--- config.mk ---
export PLATFORM = sky130hd
export DESIGN_NAME = accumulator_mc
export DESIGN_NICKNAME = d
export VERILOG_FILES = /design/src/rtl/accumulator_mc.sv
export SDC_FILE = /design/constraint.sdc
export NUM_CORES = 1
export LEC_CHECK = 0
export BUFFER_PORTS_ARGS = -buffer_cell sky130_fd_sc_hd__buf_2
export CORE_MARGIN = 4
export CORE_UTILIZATION = 40
export CTS_BUF_LIST = sky130_fd_sc_hd__clkbuf_8 sky130_fd_sc_hd__clkbuf_16
export DETAILED_ROUTE_END_ITERATION = 10
export GPL_TIMING_DRIVEN = 1
export PLACE_DENSITY_LB_ADDON = 0.05
export SETUP_SLACK_MARGIN = 0.05
export SLEW_MARGIN = 5
export SYNTH_ARGS = -nofsm -noshare
export SYNTH_HDL_FRONTEND = slang
export SYNTH_SLANG_ARGS = --single-unit
--- constraint.sdc ---
create_clock -name clk -period 4.2 [get_ports clk]
set_input_delay 0.21 -clock clk [delete_from_list [all_inputs] [get_ports clk]]
set_output_delay 0.21 -clock clk [all_outputs]
set_load 0.01 [all_outputs]
--- src/rtl/accumulator_mc.sv ---
`default_nettype none
// ============================================================================
// Module      : accumulator_mc
// Description : CHANNELS independent running sums fed by a valid/ready stream
//               with per-word add/subtract, sticky per-channel overflow flags,
//               a registered read port and a one-channel-per-cycle clear sweep.
//               Optional macro ACC_SATURATE_EN: clamp on overflow instead of wrap.
// Revision    : 1.0 - initial release
// ============================================================================
module accumulator_mc #(
    parameter int DATA_W   = 8,
    parameter int ACC_W    = 16,
    parameter int CHANNELS = 4,
    localparam int CH_W    = $clog2(CHANNELS)
) (
    input  logic                clk,
    input  logic                n_rst,
    input  logic                in_valid,
    output logic                in_ready,
    input  logic [CH_W-1:0]     in_ch,
    input  logic                in_sub,
    input  logic [DATA_W-1:0]   in_data,
    input  logic                clr,
    output logic                busy,
    input  logic                rd_req,
    input  logic [CH_W-1:0]     rd_ch,
    output logic                rd_valid,
    output logic [ACC_W-1:0]    rd_data,
    output logic                rd_ovf,
    output logic [CHANNELS-1:0] ovf_flags
);

    typedef enum logic [0:0] {
        ST_IDLE  = 1'b0,
        ST_CLEAR = 1'b1
    } state_t;

    localparam logic [CH_W-1:0] c_LAST_IDX = CH_W'(CHANNELS - 1);

    state_t              r_state;
    logic [CH_W-1:0]     r_idx;
    logic [ACC_W-1:0]    r_acc [CHANNELS];
    logic [CHANNELS-1:0] r_ovf;

    logic                w_accept;
    logic [ACC_W-1:0]    w_cur;
    logic [ACC_W-1:0]    w_rd_acc;
    logic                w_rd_flag;
    logic [ACC_W:0]      w_addend;
    logic [ACC_W:0]      w_sum;
    logic                w_over;
    logic [ACC_W-1:0]    w_next;

    assign in_ready  = (r_state == ST_IDLE);
    assign busy      = (r_state == ST_CLEAR);
    assign w_accept  = in_valid & in_ready;
    assign ovf_flags = r_ovf;

    // Channel selects that match no accumulator (out-of-range index) yield zero.
    always_comb begin
        w_cur     = '0;
        w_rd_acc  = '0;
        w_rd_flag = 1'b0;
        for (int i = 0; i < CHANNELS; i++) begin
            if (in_ch == CH_W'(i)) begin
                w_cur = r_acc[i];
            end
            if (rd_ch == CH_W'(i)) begin
                w_rd_acc  = r_acc[i];
                w_rd_flag = r_ovf[i];
            end
        end
    end

    // One extra bit catches the carry on add and the borrow on subtract.
    assign w_addend = {{(ACC_W + 1 - DATA_W){1'b0}}, in_data};
    assign w_sum    = in_sub ? ({1'b0, w_cur} - w_addend) : ({1'b0, w_cur} + w_addend);
    assign w_over   = w_sum[ACC_W];

`ifdef ACC_SATURATE_EN
    assign w_next = w_over ? (in_sub ? {ACC_W{1'b0}} : {ACC_W{1'b1}}) : w_sum[ACC_W-1:0];
`else
    assign w_next = w_sum[ACC_W-1:0];
`endif

    always_ff @(posedge clk or negedge n_rst) begin
        if (!n_rst) begin
            r_state <= ST_IDLE;
            r_idx   <= '0;
        end else begin
            case (r_state)
                ST_IDLE: begin
                    if (clr) begin
                        r_state <= ST_CLEAR;
                        r_idx   <= '0;
                    end
                end
                ST_CLEAR: begin
                    if (r_idx == c_LAST_IDX) begin
                        r_state <= ST_IDLE;
                        r_idx   <= '0;
                    end else begin
                        r_idx <= r_idx + 1'b1;
                    end
                end
                default: begin
                    r_state <= ST_IDLE;
                    r_idx   <= '0;
                end
            endcase
        end
    end

    // No word is accepted while sweeping, so clear and update never collide.
    always_ff @(posedge clk or negedge n_rst) begin
        if (!n_rst) begin
            for (int i = 0; i < CHANNELS; i++) begin
                r_acc[i] <= '0;
            end
            r_ovf <= '0;
        end else begin
            for (int i = 0; i < CHANNELS; i++) begin
                if ((r_state == ST_CLEAR) && (r_idx == CH_W'(i))) begin
                    r_acc[i] <= '0;
                    r_ovf[i] <= 1'b0;
                end else if (w_accept && (in_ch == CH_W'(i))) begin
                    r_acc[i] <= w_next;
                    if (w_over) begin
                        r_ovf[i] <= 1'b1;
                    end
                end
            end
        end
    end

    always_ff @(posedge clk or negedge n_rst) begin
        if (!n_rst) begin
            rd_valid <= 1'b0;
            rd_data  <= '0;
            rd_ovf   <= 1'b0;
        end else begin
            rd_valid <= rd_req;
            if (rd_req) begin
                rd_data <= w_rd_acc;
                rd_ovf  <= w_rd_flag;
            end
        end
    end

endmodule
`default_nettype wire

==> results.sh <==
export IMPL_antenna_found_initial=0
export IMPL_hold_path_depth=2
export IMPL_cp_required_ns=4.40
export IMPL_portBuffers=41
export IMPL_status="complete, no violations"
export IMPL_critPathArrivalTime_ns=3.45
export IMPL_grt_pass1_vias=4373
export IMPL_die_w_um=125.9
export IMPL_vias=4379
export IMPL_via_per_inst=5.974
export IMPL_drc=0
export IMPL_synth_flop_cell="dfrtp_1"
export IMPL_antenna_cells=0
export IMPL_dr_pass1_iters=4
export IMPL_vdd_drop_max_mv=0.4832
export IMPL_yosysWarnings=0
export IMPL_ys_types=53
export IMPL_cts_buffers=9
export IMPL_worst_pin_slew_ns=1.144
export IMPL_power_density_nw_per_um2=694.6
export IMPL_start_kind="input pin"
export IMPL_cts_max_level=3
export IMPL_io_pins=42
export IMPL_drive_above_1_share=0.2244
export IMPL_coreArea_um2=13400
export IMPL_rows=42
export IMPL_drt_initial_drc_count=328
export IMPL_min_period_ns=3.256
export IMPL_fin_setup_tns_ns=0
export IMPL_ff2ff_path_depth=8
export IMPL_fmax_mhz=307.2
export IMPL_leakage_nw=2.822
export IMPL_synth_edf_count=0
export IMPL_maxSlewViolCount=0
export IMPL_clk_path_buf_depth=2
export IMPL_dieHeight_um=125.9
export IMPL_start_util=0.4148
export IMPL_synth_top_cells_by_area="dfrtp_1, mux4_2, nand3_1"
export IMPL_nNetsFinal=593
export IMPL_wl_um=15260
export IMPL_path_class="in -> reg"
export IMPL_cts_tree="done"
export IMPL_dp_hpwl_um=10410
export IMPL_clock_skew_ns=0.007401
export IMPL_cts_sinks=89
export IMPL_syn_nets=569
export IMPL_syn_area_um2=5558
export IMPL_grt_overflow=0
export IMPL_avgSynthCellArea_um2=10.53
export IMPL_gp_congestion=0.8866
export IMPL_cp_max_fo=7
export IMPL_grt_max_degree=51
export IMPL_hold_viol_final=0
export IMPL_cts_root_buffer="clkbuf_16"
export IMPL_setup_worst_path_end_class="flip-flop"
export IMPL_die_area_um2=15840
export IMPL_hold_class="in -> reg"
export IMPL_synthTopCellsByCount="dfrtp_1, nand3_1, o21ai_0"
export IMPL_routedWlPerCell_um=20.82
export IMPL_seq_area_frac_synth=0.4007
export IMPL_async_flop_share=1.000
export IMPL_post_cts_buffers=0
export IMPL_clkTransAtPathRegs_ns=0.06
export IMPL_post_route_period_util=0.7751
export IMPL_antenna_left=0
export IMPL_ys_seq_elements=89
export IMPL_yosysMostFrequentCell="dfrtp_1"
export IMPL_fin_util=0.4636
export IMPL_grt_pass1_wl_um=24980
export IMPL_synthCells=528
export IMPL_drv_cap=0
export IMPL_fill_cells=1280
export IMPL_rsz0062_at_grt="no"
export IMPL_netlist_top_cell_by_area="dfrtp_1"
export IMPL_slew_headroom=0.2376
export IMPL_synth_top_cell_area_share=0.4007
export IMPL_setup_violations_final=0
export IMPL_clk_latency_ns=0.35
export IMPL_grtUsageTotal=0.2035
export IMPL_syn2layout_area_growth_pct=11.77
==> metal layers <==
metal / share of wire / up-vias / GRT usage
met5: 0 / - / 0
met4: 0.020 / 0 / 0.06562
met3: 0.053 / 19 / 0.04699
met2: 0.45 / 104 / 0.3103
met1: 0.47 / 2198 / 0.2895
li1: - / 2058 / -
==> through the flow <==
| stage | setup WS (ns) | instance area (um^2) | std cells | hold slack, ns | power [W] |
|---|---|---|---|---|---|
| floorplan | 1.218 | 5558 | 528 | -0.08559 | 0.002874 |
| global placement | 0.6663 | 5878 | 716 | 0.2909 | 0.003407 |
| detailed placement | 0.5233 | 5878 | 716 | 0.2911 | 0.003447 |
| CTS | 0.9060 | 6212 | 733 | 0.05847 | 0.004346 |
| global route | 0.6147 | 6212 | 733 | 0.06786 | 0.004666 |
| finish | 0.9444 | 6212 | 733 | 0.07225 | 0.004315 |
==> layout by cell type (no fill, tap or decap), types with 16 or more instances in the layout <==
cell type / n
o21ai_0: 56
buf_2: 40
inv_1: 16
dfrtp_1: 89
nor2_1: 22
nand2_1: 25
a21oi_1: 17
mux4_2: 33
mux2_2: 18
ha_1: 22
nand3_1: 73
==> state kept, by name (all words and copies together) (netlist names) <==
| register | cells |
|---|---|
| busy | 1 |
| r_idx | 2 |
| rd_ovf | 1 |
| ovf_flags | 4 |
| rd_valid | 1 |
| r_acc | 64 |
| rd_data | 16 |
==> timing repair <==
item	4_1_cts	5_1_grt
endpoints found under the hold margin	49	0
hold buffers	1	0
resized for setup	0	0
endpoints found under the setup margin	0	0
==> worst max-delay path, cell delays in order <==
cell and delay, ns:
buf_2 0.12, nor3_1 0.37, nand2_1 0.13, nor4_1 0.48
ha_1 0.35, mux2i_1 0.14, ha_1 0.32, and2_1 0.22
a21o_1 0.20, or3_1 0.30, o21ai_0 0.19, xor2_1 0.27
o21ai_0 0.15
==> area by class of cell <==
| class | instances | area [um^2] | area share |
|---|---|---|---|
| multi-input combinational | 389 | 3114 | 0.5013 |
| sequential | 89 | 2227 | 0.3585 |
| timing repair buffer | 50 | 277.8 | 0.04471 |
| clock buffer | 11 | 252.7 | 0.04068 |
| tap | 176 | 220.2 | 0.03545 |
| clock inverter | 5 | 71.32 | 0.01148 |
| inverter | 13 | 48.80 | 0.007855 |
==> logic make-up (layout without fill, tap and decap cells) <==
kind of cell | count (synthesis) | after routing | share of synthesized area
buffers and inverters | 50 | 79 | 0.03895
AND/OR/NAND/NOR | 168 | 168 | 0.1524
flip-flops | 89 | 89 | 0.4007
XOR/XNOR | 16 | 16 | 0.02521
multiplexers | 52 | 52 | 0.1720
adder cells (fa/ha/maj) | 23 | 23 | 0.05313
AO/OA/AOI/OAI | 130 | 130 | 0.1576
==> report_power, final <==
| group | switching (W) | internal [W] |
|---|---|---|
| clock network | 0.000334 | 0.000548 |
| logic | 0.00114 | 0.000829 |
| registers | 0.000245 | 0.00122 |
| total | 0.00172 | 0.00259 |
==> worst paths after layout <==
check / startpoint / to / slack, ns
setup / recovery: in_data[2] / r_acc[30] / 0.94
hold / removal: clr / r_idx[1] / 0.07
setup reg to reg: r_acc[4] / r_acc[59] / 1.22
hold reg to reg: rd_data[0] / rd_data[0] / 0.50
max in group asynchronous: n_rst / r_acc[29] / 2.79
min in group asynchronous: n_rst / rd_valid / 0.43
(Power assumes the default switching activity.)
